==> config.mk <==
export PLATFORM = sky130hd
export DESIGN_NAME = hazard_unit
export DESIGN_NICKNAME = d
export VERILOG_FILES = /design/src/rtl/hazard_unit_pkg.sv /design/src/rtl/hazard_perf_cnt.sv /design/src/rtl/hazard_unit.sv
export SDC_FILE = /design/constraint.sdc
export NUM_CORES = 1
export LEC_CHECK = 0
export ABC_AREA = 1
export CORE_ASPECT_RATIO = 0.9
export CORE_MARGIN = 4
export CORE_UTILIZATION = 25
export DETAILED_ROUTE_END_ITERATION = 12
export GPL_TIMING_DRIVEN = 0
export PLACE_DENSITY = 0.47
export SLEW_MARGIN = 15
export SYNTH_ARGS = -nofsm -noshare
export SYNTH_HDL_FRONTEND = slang
export SYNTH_SLANG_ARGS = --single-unit
==> constraint.sdc <==
create_clock -name clk -period 2.7 [get_ports clk]
set_input_delay 0.27 -clock clk [delete_from_list [all_inputs] [get_ports clk]]
set_output_delay 0.27 -clock clk [all_outputs]
set_load 0.005 [all_outputs]
==> src/rtl/hazard_unit_pkg.sv <==
// Shared types and helpers for the RV32I hazard unit.
// Optional forwarding is enabled by defining HAZARD_FWD_EN.
package hazard_unit_pkg;

    localparam int REG_IDX_W = 5;
    localparam logic [REG_IDX_W-1:0] REG_ZERO = 5'd0;

    typedef enum logic [1:0] {
        FWD_RF  = 2'b00,
        FWD_MEM = 2'b01,
        FWD_WB  = 2'b10
    } fwd_sel_t;

    function automatic logic reg_match(
        input logic                 uses,
        input logic                 wr,
        input logic [REG_IDX_W-1:0] rd,
        input logic [REG_IDX_W-1:0] rs
    );
        return uses & wr & (rd == rs) & (rd != REG_ZERO);
    endfunction

    // Newest producer wins; a MEM-stage load has its data by WB.
    function automatic fwd_sel_t fwd_pick(
        input logic hit_ex,
        input logic hit_mem
    );
        if (hit_ex)
            return FWD_MEM;
        else if (hit_mem)
            return FWD_WB;
        else
            return FWD_RF;
    endfunction

endpackage

==> src/rtl/hazard_perf_cnt.sv <==
// Saturating event counter with enable.
module hazard_perf_cnt #(
    parameter int CNT_W = 32
) (
    input  logic             clk,
    input  logic             rst,
    input  logic             en,
    output logic [CNT_W-1:0] cnt
);

    always_ff @(posedge clk or posedge rst) begin
        if (rst)
            cnt <= '0;
        else if (en && (cnt != {CNT_W{1'b1}}))
            cnt <= cnt + {{(CNT_W-1){1'b0}}, 1'b1};
    end

endmodule

==> src/rtl/hazard_unit.sv <==
// Stall/flush/forward control for the 5-stage RV32I pipeline.
// HAZARD_FWD_EN selects forwarding; otherwise every RAW hazard stalls.
import hazard_unit_pkg::*;

module hazard_unit #(
    parameter int CNT_W = 32
) (
    input  logic                 clk,
    input  logic                 rst,
    input  logic [REG_IDX_W-1:0] rs1_id,
    input  logic [REG_IDX_W-1:0] rs2_id,
    input  logic                 uses_rs1_id,
    input  logic                 uses_rs2_id,
    input  logic [REG_IDX_W-1:0] rd_ex,
    input  logic                 im_to_rf_ex,
    input  logic                 load_ex,
    input  logic                 branch_taken_ex,
    output logic                 stall_if,
    output logic                 stall_id,
    output logic                 flush_if_id,
    output logic                 flush_id_ex,
    output logic [1:0]           fwd_a_sel,
    output logic [1:0]           fwd_b_sel,
    output logic [CNT_W-1:0]     stall_cnt,
    output logic [CNT_W-1:0]     flush_cnt
);

    // WB needs no tracking: the regfile is write-first.
    logic [REG_IDX_W-1:0] rd_mem;
    logic                 wr_mem;

    logic hit_ex_a, hit_ex_b, hit_mem_a, hit_mem_b;
    logic hit_ex, hit_mem, load_use, hazard;

    always_ff @(posedge clk or posedge rst) begin
        if (rst) begin
            rd_mem <= REG_ZERO;
            wr_mem <= 1'b0;
        end else begin
            rd_mem <= rd_ex;
            wr_mem <= im_to_rf_ex;
        end
    end

    always_comb begin
        hit_ex_a  = reg_match(uses_rs1_id, im_to_rf_ex, rd_ex, rs1_id);
        hit_ex_b  = reg_match(uses_rs2_id, im_to_rf_ex, rd_ex, rs2_id);
        hit_mem_a = reg_match(uses_rs1_id, wr_mem, rd_mem, rs1_id);
        hit_mem_b = reg_match(uses_rs2_id, wr_mem, rd_mem, rs2_id);
        hit_ex    = hit_ex_a | hit_ex_b;
        hit_mem   = hit_mem_a | hit_mem_b;
        load_use  = load_ex & hit_ex;
    end

`ifdef HAZARD_FWD_EN
    assign hazard = load_use;
`else
    assign hazard = load_use | hit_ex | hit_mem;
`endif

    // Gated by rst so a reset mid-stall clears outputs at once.
    assign flush_if_id = ~rst & branch_taken_ex;
    assign flush_id_ex = ~rst & (branch_taken_ex | hazard);
    assign stall_if    = ~rst & ~branch_taken_ex & hazard;
    assign stall_id    = stall_if;

`ifdef HAZARD_FWD_EN
    fwd_sel_t fwd_a_q, fwd_b_q;

    always_ff @(posedge clk or posedge rst) begin
        if (rst) begin
            fwd_a_q <= FWD_RF;
            fwd_b_q <= FWD_RF;
        end else if (flush_id_ex) begin
            fwd_a_q <= FWD_RF;
            fwd_b_q <= FWD_RF;
        end else begin
            fwd_a_q <= fwd_pick(hit_ex_a, hit_mem_a);
            fwd_b_q <= fwd_pick(hit_ex_b, hit_mem_b);
        end
    end

    assign fwd_a_sel = fwd_a_q;
    assign fwd_b_sel = fwd_b_q;
`else
    assign fwd_a_sel = FWD_RF;
    assign fwd_b_sel = FWD_RF;
`endif

    hazard_perf_cnt #(.CNT_W(CNT_W)) u_stall_cnt (
        .clk (clk),
        .rst (rst),
        .en  (stall_id),
        .cnt (stall_cnt)
    );

    hazard_perf_cnt #(.CNT_W(CNT_W)) u_flush_cnt (
        .clk (clk),
        .rst (rst),
        .en  (flush_if_id),
        .cnt (flush_cnt)
    );

endmodule
Word-level counts from Yosys, hierarchy flattened --
Index checks and enable logic that the tools add are counted.
Word-level totals: register bits after elaboration 70, latch bits 0, bits in writable memories 0, bits in read-only memories 0, input bits 22, output and inout port bits 72, word-level logic and storage cells 40, memories 0
Cells by class: $add $sub $neg 2, multipliers 0, div/mod/pow operators 0, $lt $le $gt $ge 0, eq/ne operators 6, shifts and indexed selects 0, muxes and demuxes 0, bitwise operators 24, reduce and logical (&&, ||, !) cells 4
Operators by type and width (count):
- $add A32 B1 Y32 const B | 2
- $ne A32 B32 Y1 const B | 2
- $eq A5 B5 Y1 | 4
- $and A1 B1 Y1 | 17
- $reduce_bool A5 Y1 | 2
- $or A1 B1 Y1 | 5
- $logic_and A1 B1 Y1 | 2
- $not A1 Y1 | 2

Depth between registers and ports, before layout --
depth in word-level cells 9, mapped depth 12, mapped depth without buffers 11

By module --
Synthesis repeated with hierarchy kept, for this count alone.
Second synthesis, totals: cells, all modules 853, area total of the unflattened synthesis 5167.5 µm²
By module, submodules not included:
- hazard_perf_cnt | times used 2, cells an instance 361, area an instance 2257.2 µm², sequential area each 800.8 µm²
- hazard_unit | times used 1, cells an instance 131, area an instance 653.1 µm², sequential area each 150.1 µm²

Worst setup path before layout --
No wires, ideal clock.
path type flip-flop to flip-flop, start register u_stall_cnt.cnt[0], end register u_stall_cnt.cnt[10], setup time 0.117 ns, arrival time 1.560 ns, data required time 2.583 ns, setup slack 1.023 ns, stages on the path, launching flop included 10, buffers on the path 1, period minus slack after synthesis 1.677 ns, cell sequence dfrtp_1 ha_1 nand3_2 inv_2 nand2_2 nor2_4 nand4_4 clkbuf_1 nand4_1 nand2_1
On the way: cells in the longest elaborated chain, start to end 2, elaborated cells between the ends (all ways) 3, classes of those cells add/sub: 1; eq/ne: 1; reduce/logical: 1
Ends and longest elaborated chain:
- from (decl) | line hazard_perf_cnt.sv:8 | output logic [CNT_W-1:0] cnt
- from (signal assigned) | line hazard_perf_cnt.sv:15 | cnt <= cnt + {{(CNT_W-1){1'b0}}, 1'b1};
- branches (longest 2 deep; another with $add A32 B1 Y32)
Parallel ways; which one is timed is not known. A chain may end at the register's enable or synchronous reset.

Worst setup path after layout --
start input rd_ex[3], end output stall_if
On the way: cells in the longest elaborated chain, start to end 8, elaborated cells between the ends (all ways) 12, classes of those cells eq/ne: 2; bitwise: 9; reduce/logical: 1
Ends and longest elaborated chain:
- from (decl) | line hazard_unit.sv:14 | input logic [REG_IDX_W-1:0] rd_ex,
- $eq A5 B5 Y1 | line hazard_unit_pkg.sv:20 | return uses & wr & (rd == rs) & (rd != REG_ZERO);
- $and A1 B1 Y1 (2 in series) | line hazard_unit_pkg.sv:20
- $or A1 B1 Y1 (*) | line hazard_unit.sv:50 | hit_ex = hit_ex_a | hit_ex_b;
- $and A1 B1 Y1 | line hazard_unit.sv:52 | load_use = load_ex & hit_ex;
- $or A1 B1 Y1 (*) (2 in series) | line hazard_unit.sv:58 | assign hazard = load_use | hit_ex | hit_mem;
- $and A1 B1 Y1 (*) | line hazard_unit.sv:64 | assign stall_if = ~rst & ~branch_taken_ex & hazard;
- to (decl) | line hazard_unit.sv:18 | output logic stall_if,
Mark *: on every way between the ends. The rest lies on a longest branch, timed or not.

==> flow_summary.toml <==
[outcome]
run_status = "complete, no violations"

[setup_path]
criticalPathCategory = "primary input to output port"
critical_path.startpoint_type = "primary input"
critical_path.max_fanout = 4
worst-endpoint-required_ns = 2.43
critPathArrivalTime_ns = 2.22
critPathCaptureType = "output port"

[synth]
seq_area_frac_synth_pct = 36.11
synth_cell_types = 28
yosys_warnings = 0
postSynthCellCount = 741
yosys_reg_bits = 70
syn_avg_cell_area_um2 = 6.546
synthesis.area_um2 = 4851

[placement]
buffer_ports.inserted = 88
place.gp.congestion = 0.8491
detailedPlacementHpwl_um = 11750

[route]
vias = 4853
drt_drc_violations_left = 0
wl_per_cell_um = 13.69
final_antenna_net_count = 0
route.detailed.vias_per_inst = 4.416
drt_first_pass_iters = 5
dr.first_iter.drc_count = 195
routed_wirelength_um = 15050

[global_route]
grt_max_degree = 39
first_global_vias = 4577
antenna_found_initial = 0
gr-total-overflow = 0
track_usage_pct = 13.91
grt_pass1_wl_um = 24360

[cts]
post_cts.repair.setup_buffers = 0
cts_root_buf = "sky130_fd_sc_hd__clkbuf_16"
cts_hold_buf = 0
cts_buffers = 9
cts_num_sinks = 70
clock_path_buffers = 2
tritoncts = "done"
worst_skew_pair.late_latency_ns = 0.34
path_clk_slew_ns = 0.06
ctsHtreeMaxLevel = 3

[timing]
rsz_0062_raised_after_global_routing = "no"
worstMarginPinSlew_ns = 0.5743
layout_min_cycle_time_ns = 2.492
max_clock_freq_ghz = 0.4013
finalCritPeriodShare_pct = 92.28
finalHoldViolCount = 0
clock_skew_ns = 0.01115
hold_ws_ns = 0.4372
max_slew_margin_pct = 61.57
setup_viol = 0
report.final.slew_viol_count = 0

[cells_and_area]
finalNetCount = 868
antennaDiodeCount = 0
layout.core_utilization_pct = 33.62
fillerInstances = 2133
area_growth_pct = 32.34
drive_gt1_share_pct = 6.478

[floorplan]
initial_core_util_pct = 25.40
floorplan.core_area_um2 = 19100
boundaryPins = 94
die_x_um = 154.8
die-area_um2 = 21700
row_count = 48
floorplan.die.height_um = 140.2

[power_and_ir_drop]
cellLeakagePower_nw = 2.952
p_comb_share_pct = 18.3
largest_voltage_drop_on_the_vdd_net_mv = 0.2914
p_sw_share_pct = 27.67
clock_power_share_pct = 42.3
net-switching-power_uw = 885.1
power_report.internal_total_mw = 2.314
sequentialPowerShare_pct = 39.4
p_per_area_nw_per_um2 = 498.4

[worst_hold_path]
min_path_type = "primary input to flop"

[flow_run]
reported_max_cap_violation_count = 0
## metrics by stage
step | std cells | total power, mW | setup TNS [ns] | setup slack, ns | instance area [µm²]
6_report | 1099 | 3.199 | 0 | 0.2084 | 6420
2_1_floorplan | 744 | 1.535 | 0 | 0.6618 | 4862
5_1_grt | 1099 | 3.371 | 0 | 0.06293 | 6420
3_3_place_gp | 1082 | 1.867 | -70.06 | -1.005 | 6056
4_1_cts | 1099 | 3.248 | 0 | 0.07416 | 6416
3_5_place_dp | 1083 | 1.867 | -0.09411 | -0.09411 | 6078
## final timing paths
check	startpoint	endpoint	slack [ns]	cells past startpoint
setup / recovery	rd_ex[3]	stall_if	0.21	11
max in group asynchronous	rst	u_stall_cnt.cnt[18]$_DFFE_PP0P_	1.67	3
hold reg to reg	u_stall_cnt.cnt[31]$_DFFE_PP0P_	u_stall_cnt.cnt[31]$_DFFE_PP0P_	0.53	2
setup reg to reg	u_stall_cnt.cnt[0]$_DFFE_PP0P_	u_stall_cnt.cnt[7]$_DFFE_PP0P_	0.55	9
min in group asynchronous	rst	u_flush_cnt.cnt[31]$_DFFE_PP0P_	0.45	2
hold / removal	im_to_rf_ex	wr_mem$_DFF_PP0_	0.44	1
## state kept, by name (all words and copies together) (netlist names)
register         flops
rd_mem               5
u_flush_cnt.cnt     32
u_stall_cnt.cnt     32
wr_mem               1
## cells by family (layout without fill, tap and decap cells)
group                    after synthesis  in the layout  synth area share (%)
buffers and inverters                 89            194                 8.486
XOR/XNOR                              40             40                 7.222
AND/OR/NAND/NOR                      514            514                 44.85
AO/OA/AOI/OAI                         25             25                 2.734
other                                  1              4               0.07731
adder cells (fa/ha/maj)                2              2                0.5158
flip-flops                            70             70                 36.11
## layout make-up
type                       count  area [µm²]  area share, %
clock inverter                 3       65.06          1.013
timing repair buffer          89       900.9          14.03
sequential                    70        1752          27.29
buffer                        24       167.7          2.612
clock buffer                  13       270.3          4.210
tap                          250       312.8          4.872
inverter                      65       246.5          3.839
multi-input combinational    585        2705          42.14
## timing repair
item,4_1_cts,5_1_grt
cloned,0,0
setup endpoints to repair,2,1
pin swaps,0,0
resized for setup,2,1
## critical path, cell delays in order
cell and delay [ns]:
sky130_fd_sc_hd__clkdlybuf4s50_1 0.55, sky130_fd_sc_hd__inv_1 0.10, sky130_fd_sc_hd__nand2_1 0.07, sky130_fd_sc_hd__nand2_1 0.06, sky130_fd_sc_hd__nor2_1 0.11, sky130_fd_sc_hd__nand3_1 0.09
sky130_fd_sc_hd__nand2_1 0.06, sky130_fd_sc_hd__nand2_1 0.10, sky130_fd_sc_hd__a21boi_2 0.20, sky130_fd_sc_hd__buf_4 0.14, sky130_fd_sc_hd__clkdlybuf4s50_1 0.49
## cell usage in the layout (no fill, tap or decap), drive strengths merged
master         Yosys  final
nor2              96     96
inv               65     65
clkinv             0      1
xnor2              8      8
ha                 2      2
o21ai             23     23
dfrtp             70     70
nand3b            14     14
xor2              32     32
a21boi             1      1
bufinv             0      2
buf               21     22
clkdlybuf4s50      0     88
conb               1      4
a31oi              1      1
or2                2      2
nand2            324    324
nand4             39     39
nor3              21     21
clkbuf             3     16
nand3             18     18
## synthesized netlist by cell type
master | count | area share (%)
sky130_fd_sc_hd__xor2_1 | 32 | 5.8
sky130_fd_sc_hd__o21ai_2 | 1 | 0.18
sky130_fd_sc_hd__nand3b_1 | 14 | 2.2
sky130_fd_sc_hd__nor3_1 | 21 | 2.2
sky130_fd_sc_hd__buf_2 | 8 | 0.83
sky130_fd_sc_hd__ha_1 | 2 | 0.52
sky130_fd_sc_hd__inv_2 | 6 | 0.46
sky130_fd_sc_hd__conb_1 | 1 | 0.077
sky130_fd_sc_hd__nand3_2 | 2 | 0.41
sky130_fd_sc_hd__buf_4 | 8 | 1.2
sky130_fd_sc_hd__or2_1 | 2 | 0.26
sky130_fd_sc_hd__a21boi_0 | 1 | 0.15
sky130_fd_sc_hd__nand2_2 | 1 | 0.13
sky130_fd_sc_hd__inv_1 | 59 | 4.6
sky130_fd_sc_hd__clkbuf_1 | 3 | 0.23
sky130_fd_sc_hd__o21ai_1 | 15 | 1.5
sky130_fd_sc_hd__dfrtp_1 | 70 | 36
sky130_fd_sc_hd__nand4_1 | 38 | 4.9
sky130_fd_sc_hd__nand4_4 | 1 | 0.44
sky130_fd_sc_hd__xnor2_1 | 8 | 1.4
sky130_fd_sc_hd__nor2_4 | 1 | 0.23
sky130_fd_sc_hd__buf_6 | 5 | 1.2
sky130_fd_sc_hd__o21ai_0 | 7 | 0.72
sky130_fd_sc_hd__a31oi_1 | 1 | 0.13
sky130_fd_sc_hd__nand3_1 | 16 | 1.7
sky130_fd_sc_hd__nor2_2 | 3 | 0.39
sky130_fd_sc_hd__nand2_1 | 323 | 25
sky130_fd_sc_hd__nor2_1 | 92 | 7.1
## power by group through the flow
stage / clock network [mW] / registers (mW) / logic, mW
floorplan: 0 / 1.25 / 0.285
global placement: 0 / 1.28 / 0.586
detailed placement: 0 / 1.28 / 0.590
CTS: 1.39 / 1.26 / 0.595
global route: 1.44 / 1.28 / 0.656
finish: 1.35 / 1.26 / 0.585
## layer usage
| metal | track usage (%) | vias to the layer above | share of wire (%) |
|---|---|---|---|
| li1 | - | 2531 | - |
| met1 | 19.89 | 2219 | 50 |
| met2 | 21.76 | 94 | 46 |
| met3 | 2.564 | 9 | 3.1 |
| met4 | 3.392 | 0 | 0.93 |
| met5 | 0 | - | 0 |
(Power assumes the default switching activity.)
